===== src/rtl/alu_serial_buffer.sv =====
// Byte-wide operand feed and result collector around the ALU's serial data ports.
// Define ALU_SERIAL_BUFFER_ERR_EN to track sticky {overflow, underflow} flags on err.
module alu_serial_buffer #(
  parameter int REG_BITS = 8,
  parameter int NSHIFT   = 2
) (
  input  logic                clk,
  input  logic                rst_n,
  input  logic                flush,
  input  logic [REG_BITS-1:0] in_data,
  input  logic                in_valid,
  output logic                in_ready,
  input  logic                pair_op,
  output logic                operand_ready,
  input  logic                active,
  output logic [NSHIFT-1:0]   data_in,
  input  logic                capture,
  input  logic [NSHIFT-1:0]   data_out,
  output logic [REG_BITS-1:0] out_data,
  output logic                out_valid,
  input  logic                out_ready,
  output logic [1:0]          err
);

  localparam int STEPS = REG_BITS / NSHIFT;
  localparam int SW    = (STEPS > 1) ? $clog2(STEPS) : 1;
  localparam logic [SW-1:0] LAST_STEP = SW'(STEPS - 1);

  logic [REG_BITS-1:0] head_q, head_d;
  logic [REG_BITS-1:0] tail_q, tail_d;
  logic [1:0]          in_cnt_q, in_cnt_d;
  logic [SW-1:0]       step_in_q, step_in_d;
  logic [REG_BITS-1:0] coll_q, coll_d;
  logic [SW-1:0]       step_out_q, step_out_d;
  logic [REG_BITS-1:0] out_data_q, out_data_d;
  logic                out_valid_q, out_valid_d;

  logic                accept;
  logic                shift_en;
  logic                pop;
  logic                complete;
  logic [REG_BITS-1:0] coll_shift;

  assign in_ready      = (in_cnt_q != 2'd2);
  assign accept        = in_valid && in_ready;
  assign shift_en      = active && (in_cnt_q != 2'd0);
  assign pop           = shift_en && (step_in_q == LAST_STEP);
  assign operand_ready = pair_op ? (in_cnt_q == 2'd2) : (in_cnt_q != 2'd0);
  assign data_in       = (in_cnt_q == 2'd0) ? '0 : head_q[NSHIFT-1:0];

  assign coll_shift = {data_out, coll_q[REG_BITS-1:NSHIFT]};
  assign complete   = active && capture && (step_out_q == LAST_STEP);

  assign out_data  = out_data_q;
  assign out_valid = out_valid_q;

  // Input FIFO: the head is consumed in place by shifting, the tail waits behind it.
  always_comb begin
    head_d    = head_q;
    tail_d    = tail_q;
    in_cnt_d  = in_cnt_q;
    step_in_d = step_in_q;
    if (flush) begin
      head_d    = '0;
      tail_d    = '0;
      in_cnt_d  = 2'd0;
      step_in_d = '0;
    end else begin
      if (shift_en) begin
        head_d    = head_q >> NSHIFT;
        step_in_d = step_in_q + SW'(1);
      end
      if (pop) begin
        step_in_d = '0;
        if (in_cnt_q == 2'd2) begin
          head_d   = tail_q;
          in_cnt_d = 2'd1;
        end else if (accept) begin
          head_d   = in_data;
          in_cnt_d = 2'd1;
        end else begin
          head_d   = '0;
          in_cnt_d = 2'd0;
        end
      end else if (accept) begin
        if (in_cnt_q == 2'd0) begin
          head_d = in_data;
        end else begin
          tail_d = in_data;
        end
        in_cnt_d = in_cnt_q + 2'd1;
      end
    end
  end

  // Result collector: slices enter at the MSB so the first slice ends up at bit 0.
  always_comb begin
    coll_d      = coll_q;
    step_out_d  = step_out_q;
    out_data_d  = out_data_q;
    out_valid_d = out_valid_q;
    if (flush) begin
      coll_d      = '0;
      step_out_d  = '0;
      out_data_d  = '0;
      out_valid_d = 1'b0;
    end else begin
      if (out_valid_q && out_ready) begin
        out_valid_d = 1'b0;
      end
      if (active && capture) begin
        coll_d     = coll_shift;
        step_out_d = step_out_q + SW'(1);
        if (complete) begin
          step_out_d  = '0;
          out_data_d  = coll_shift;
          out_valid_d = 1'b1;
        end
      end
    end
  end

  always_ff @(posedge clk or negedge rst_n) begin
    if (!rst_n) begin
      head_q      <= '0;
      tail_q      <= '0;
      in_cnt_q    <= 2'd0;
      step_in_q   <= '0;
      coll_q      <= '0;
      step_out_q  <= '0;
      out_data_q  <= '0;
      out_valid_q <= 1'b0;
    end else begin
      head_q      <= head_d;
      tail_q      <= tail_d;
      in_cnt_q    <= in_cnt_d;
      step_in_q   <= step_in_d;
      coll_q      <= coll_d;
      step_out_q  <= step_out_d;
      out_data_q  <= out_data_d;
      out_valid_q <= out_valid_d;
    end
  end

`ifdef ALU_SERIAL_BUFFER_ERR_EN
  logic [1:0] err_q, err_d;
  logic       underflow;
  logic       overflow;

  assign underflow = active && (in_cnt_q == 2'd0);
  assign overflow  = complete && out_valid_q && !out_ready;

  always_comb begin
    err_d = err_q | {overflow, underflow};
    if (flush) begin
      err_d = 2'b00;
    end
  end

  always_ff @(posedge clk or negedge rst_n) begin
    if (!rst_n) begin
      err_q <= 2'b00;
    end else begin
      err_q <= err_d;
    end
  end

  assign err = err_q;
`else
  assign err = 2'b00;
`endif

endmodule


===== config.mk =====
export PLATFORM = sky130hd
export DESIGN_NAME = alu_serial_buffer
export DESIGN_NICKNAME = d
export VERILOG_FILES = /design/src/rtl/alu_serial_buffer.sv
export SDC_FILE = /design/constraint.sdc
export NUM_CORES = 1
export LEC_CHECK = 0
export ABC_AREA = 1
export CORE_ASPECT_RATIO = 1.75
export CORE_MARGIN = 2
export CORE_UTILIZATION = 40
export DETAILED_ROUTE_END_ITERATION = 7
export REMOVE_ABC_BUFFERS = 1
export SYNTH_ARGS = -nofsm -noshare
export SYNTH_HDL_FRONTEND = slang
export SYNTH_SLANG_ARGS = --single-unit

===== constraint.sdc =====
create_clock -name clk -period 1.55 [get_ports clk]
set_input_delay 0.155 -clock clk [delete_from_list [all_inputs] [get_ports clk]]
set_output_delay 0.155 -clock clk [all_outputs]
set_load 0.02 [all_outputs]

==> impl_results.md <==
* Req. time, crit path at 1.74 ns
* Core area at 4935 sq um
* IR drop worst, VDD at between 700 and 800 uV
* GPL Wtd Cong at 0.7903
* Clock Power Share at 39.3%
* Sequential power share at 40.5%
* Initial cell density of the core at between 40% and 50%
* Post-DP HPWL at 3602 um
* Fin nets at 336
* Synth cell types at 24
* Critical Path Source Type: flop
* Antenna Cells at 0
* Commonest non-fill, non-tap cell in the layout: nand2_1
* Htree depth at 2
* Maximum clock frequency at 0.6886 GHz
* 1st-iter DRT viols at between 40 and 50
* P_int at about 1.9 mW
* Kind of critical path: reg -> reg
* Most frequent cells in the layout: nand2_1, dfrtp_1, nand3_1
* Sw frac at between 20% and 30%
* Largest fanout on the critical path at 5
* Largest area contributor in the netlist: dfrtp_1
* Share of layout cells above drive strength 1 at between 10% and 20%
* TritonCTS Buffers at 5
* Crit. End Element: flop
* Leakage at 1.346 nW
* Hold Path Class: in -> async
* Clock Sinks at 37
* Post-Place Cells at 358
* Sequential fraction of the synthesis area at 45.43%
* First-pass GRT wire length at 8418 um
* Worst path arrival time at ~1.6 ns
* Clk slew on worst S/H paths at 0.08 ns
* Pwr Density at 968.6 nW/um^2
* Vias per cell at 5.130
* Placement Cell Area at about 2500 sq um
* Worst r2r path cells at 9
* Netlist Area Pre-Place at 2038 sq um
* Total wire length at 4849 um
* RSZ-0062 raised after global routing: false
* Mean post-synth cell area at 7.720 sq um
* Psw at around 0.71 mW
* # fillers at 478
* Vias in the first global route at ~2,000
* Synthesized instance count at 264
* Vias at 1,888
* Clock skew at 0.005778 ns
* Max-cap violation count at 0
* Overall routing resource usage at between 10% and 20%
* Final Cycle Share at 93.70%
* Logic gate share of total power at 20.2%
* Crit path time final at 1.452 ns
* Clk root buf: clkbuf_8
* TritonCTS clock tree: yes
* Num rows at 34
* Die Y at 98.43 um
* R2R setup slack at 0.1 ns
* Full die area at 5705 sq um
* Pin count of the biggest net entering global routing at 38
* Final hold vios at 0
* Clock latency on the worst-skew pair at 0.29 ns
* Final Max Slew Viols at 0
* Finished Cell Area at 2680 sq um
* TritonRoute pass-1 iters at 4
* Top cell type's share of synthesized area at 45.43%
* Outcome: complete, no violations
* Synth top area cells: dfrtp_1, nand2_1, nand3_1
* Total grt overflow at 0
* WL/cell at 13.18 um
* Non-Filler Instances at between 300 and 400
* RR Endpoint: head_q[0]$_DFF_PN0_
* Initial antenna violation count at 0
* Worst r2r src: in_cnt_q[0]$_DFFE_PN0P_
* Ys Warns at 0
* Worst Setup SP: in_cnt_q[0]$_DFFE_PN0P_
* Die width at 57.96 um
* # DRC at 0
* Port Buffers at 30
* Post-DRT Antenna Nets at 0
* Area Growth Syn to Fin at 31.49%
* Crit path capture: head_q[0]$_DFF_PN0_
* Final setup viols at 0
* Register bit total from synthesis at 37
* I/O pins at 33
* Maximum root-to-sink buffer count at 2
[metal layers]
layer / vias up / GRT usage, % / wire length (um)
met5: - / 0 / 0
met4: 0 / 10.55 / 80
li1: 932 / - / -
met3: 6 / 3.806 / 175
met2: 42 / 34.35 / 2747
met1: 908 / 19.52 / 1845
[flip-flops by register name, indices dropped and copies added, names as in the netlist]
register	flops
head_q	8
coll_q	6
step_in_q	2
out_data	8
out_valid	1
in_cnt_q	2
step_out_q	2
tail_q	8
[metrics by stage]
step,power (mW),hold WS (ns),TNS [ns],utilization [%],worst slack [ns]
finish,2.596,0.4357,0,54.31,0.09772
global route,2.728,0.5017,0,54.31,0.01984
CTS,2.607,0.4471,0,53.42,0.008538
global placement,1.563,0.2410,0,50.10,0.01715
floorplan,1.316,-0.1406,0,-,0.003976
detailed placement,1.569,0.2321,-0.05248,50.10,-0.03945
[what timing repair did]
item                                    CTS  global route
hold buffers                              1             0
setup buffers                             0             1
gates resized for setup                  17            15
endpoints found under the setup margin   14            22
pin swaps                                 0             0
endpoints found under the hold margin    37             0
[critical path, cell delays in order, from the launching register on]
cell and delay [ns]:
dfrtp_1 0.39, inv_2 0.08, ha_2 0.20, inv_2 0.06, buf_4 0.14, buf_4 0.15
nand4_1 0.07, nand2_1 0.06, a21oi_1 0.15, nor2_1 0.06
[synth_stat cells]
library cell / count
nand3_4: 1
buf_2: 6
xor2_1: 2
a21oi_1: 9
o21ai_1: 8
inv_1: 26
dfrtp_1: 37
nor2_1: 23
nand2_2: 2
nand3_1: 36
o31ai_1: 1
nand4_1: 7
inv_4: 1
nand2_1: 73
conb_1: 1
buf_6: 4
nor2_2: 2
buf_4: 4
o31ai_2: 1
o21ai_0: 9
inv_2: 3
ha_1: 5
nand3_2: 2
nand2_4: 1
[cell families (layout without fill, tap and decap cells)]
| logic type | Yosys count | in the layout | share of synthesized area (%) |
|---|---|---|---|
| AO/OA/AOI/OAI | 28 | 28 | 7.366 |
| XOR/XNOR | 2 | 2 | 0.8596 |
| adder cells (fa/ha/maj) | 5 | 5 | 3.069 |
| buffers and inverters | 44 | 93 | 10.80 |
| flip-flops | 37 | 37 | 45.43 |
| other | 1 | 2 | 0.1840 |
| AND/OR/NAND/NOR | 147 | 147 | 32.29 |
[worst min path at each step]
stage          startpoint                        to  slack, ns  cells past startpoint
2_1_floorplan       rst_n     coll_q[2]$_DFFE_PN0P_      -0.14                      0
3_3_place_gp        rst_n       head_q[4]$_DFF_PN0_       0.24                      2
3_5_place_dp        rst_n   in_cnt_q[1]$_DFFE_PN0P_       0.23                      2
4_1_cts             rst_n       head_q[6]$_DFF_PN0_       0.45                      3
5_1_grt        in_data[6]     tail_q[6]$_DFFE_PN0P_       0.50                      3
6_report            rst_n  step_in_q[0]$_DFFE_PN0P_       0.44                      3
[layout make-up]
| class | count | area, sq um | area share [%] |
|---|---|---|---|
| sequential | 37 | 925.9 | 34.55 |
| timing repair buffer | 55 | 499.2 | 18.63 |
| clock buffer | 5 | 68.82 | 2.568 |
| tap | 54 | 67.56 | 2.521 |
| clock inverter | 3 | 68.82 | 2.568 |
| inverter | 30 | 117.6 | 4.388 |
| multi-input combinational | 184 | 932.1 | 34.78 |
[power groups by stage]
| stage | sequential [mW] | combinational (mW) | clock (mW) |
|---|---|---|---|
| CTS | 1.05 | 0.510 | 1.05 |
| global placement | 1.07 | 0.496 | 0 |
| global route | 1.06 | 0.592 | 1.08 |
| floorplan | 1.06 | 0.255 | 0 |
| finish | 1.05 | 0.525 | 1.02 |
| detailed placement | 1.07 | 0.502 | 0 |
No activity file was read; power rests on OpenSTA's default activity.
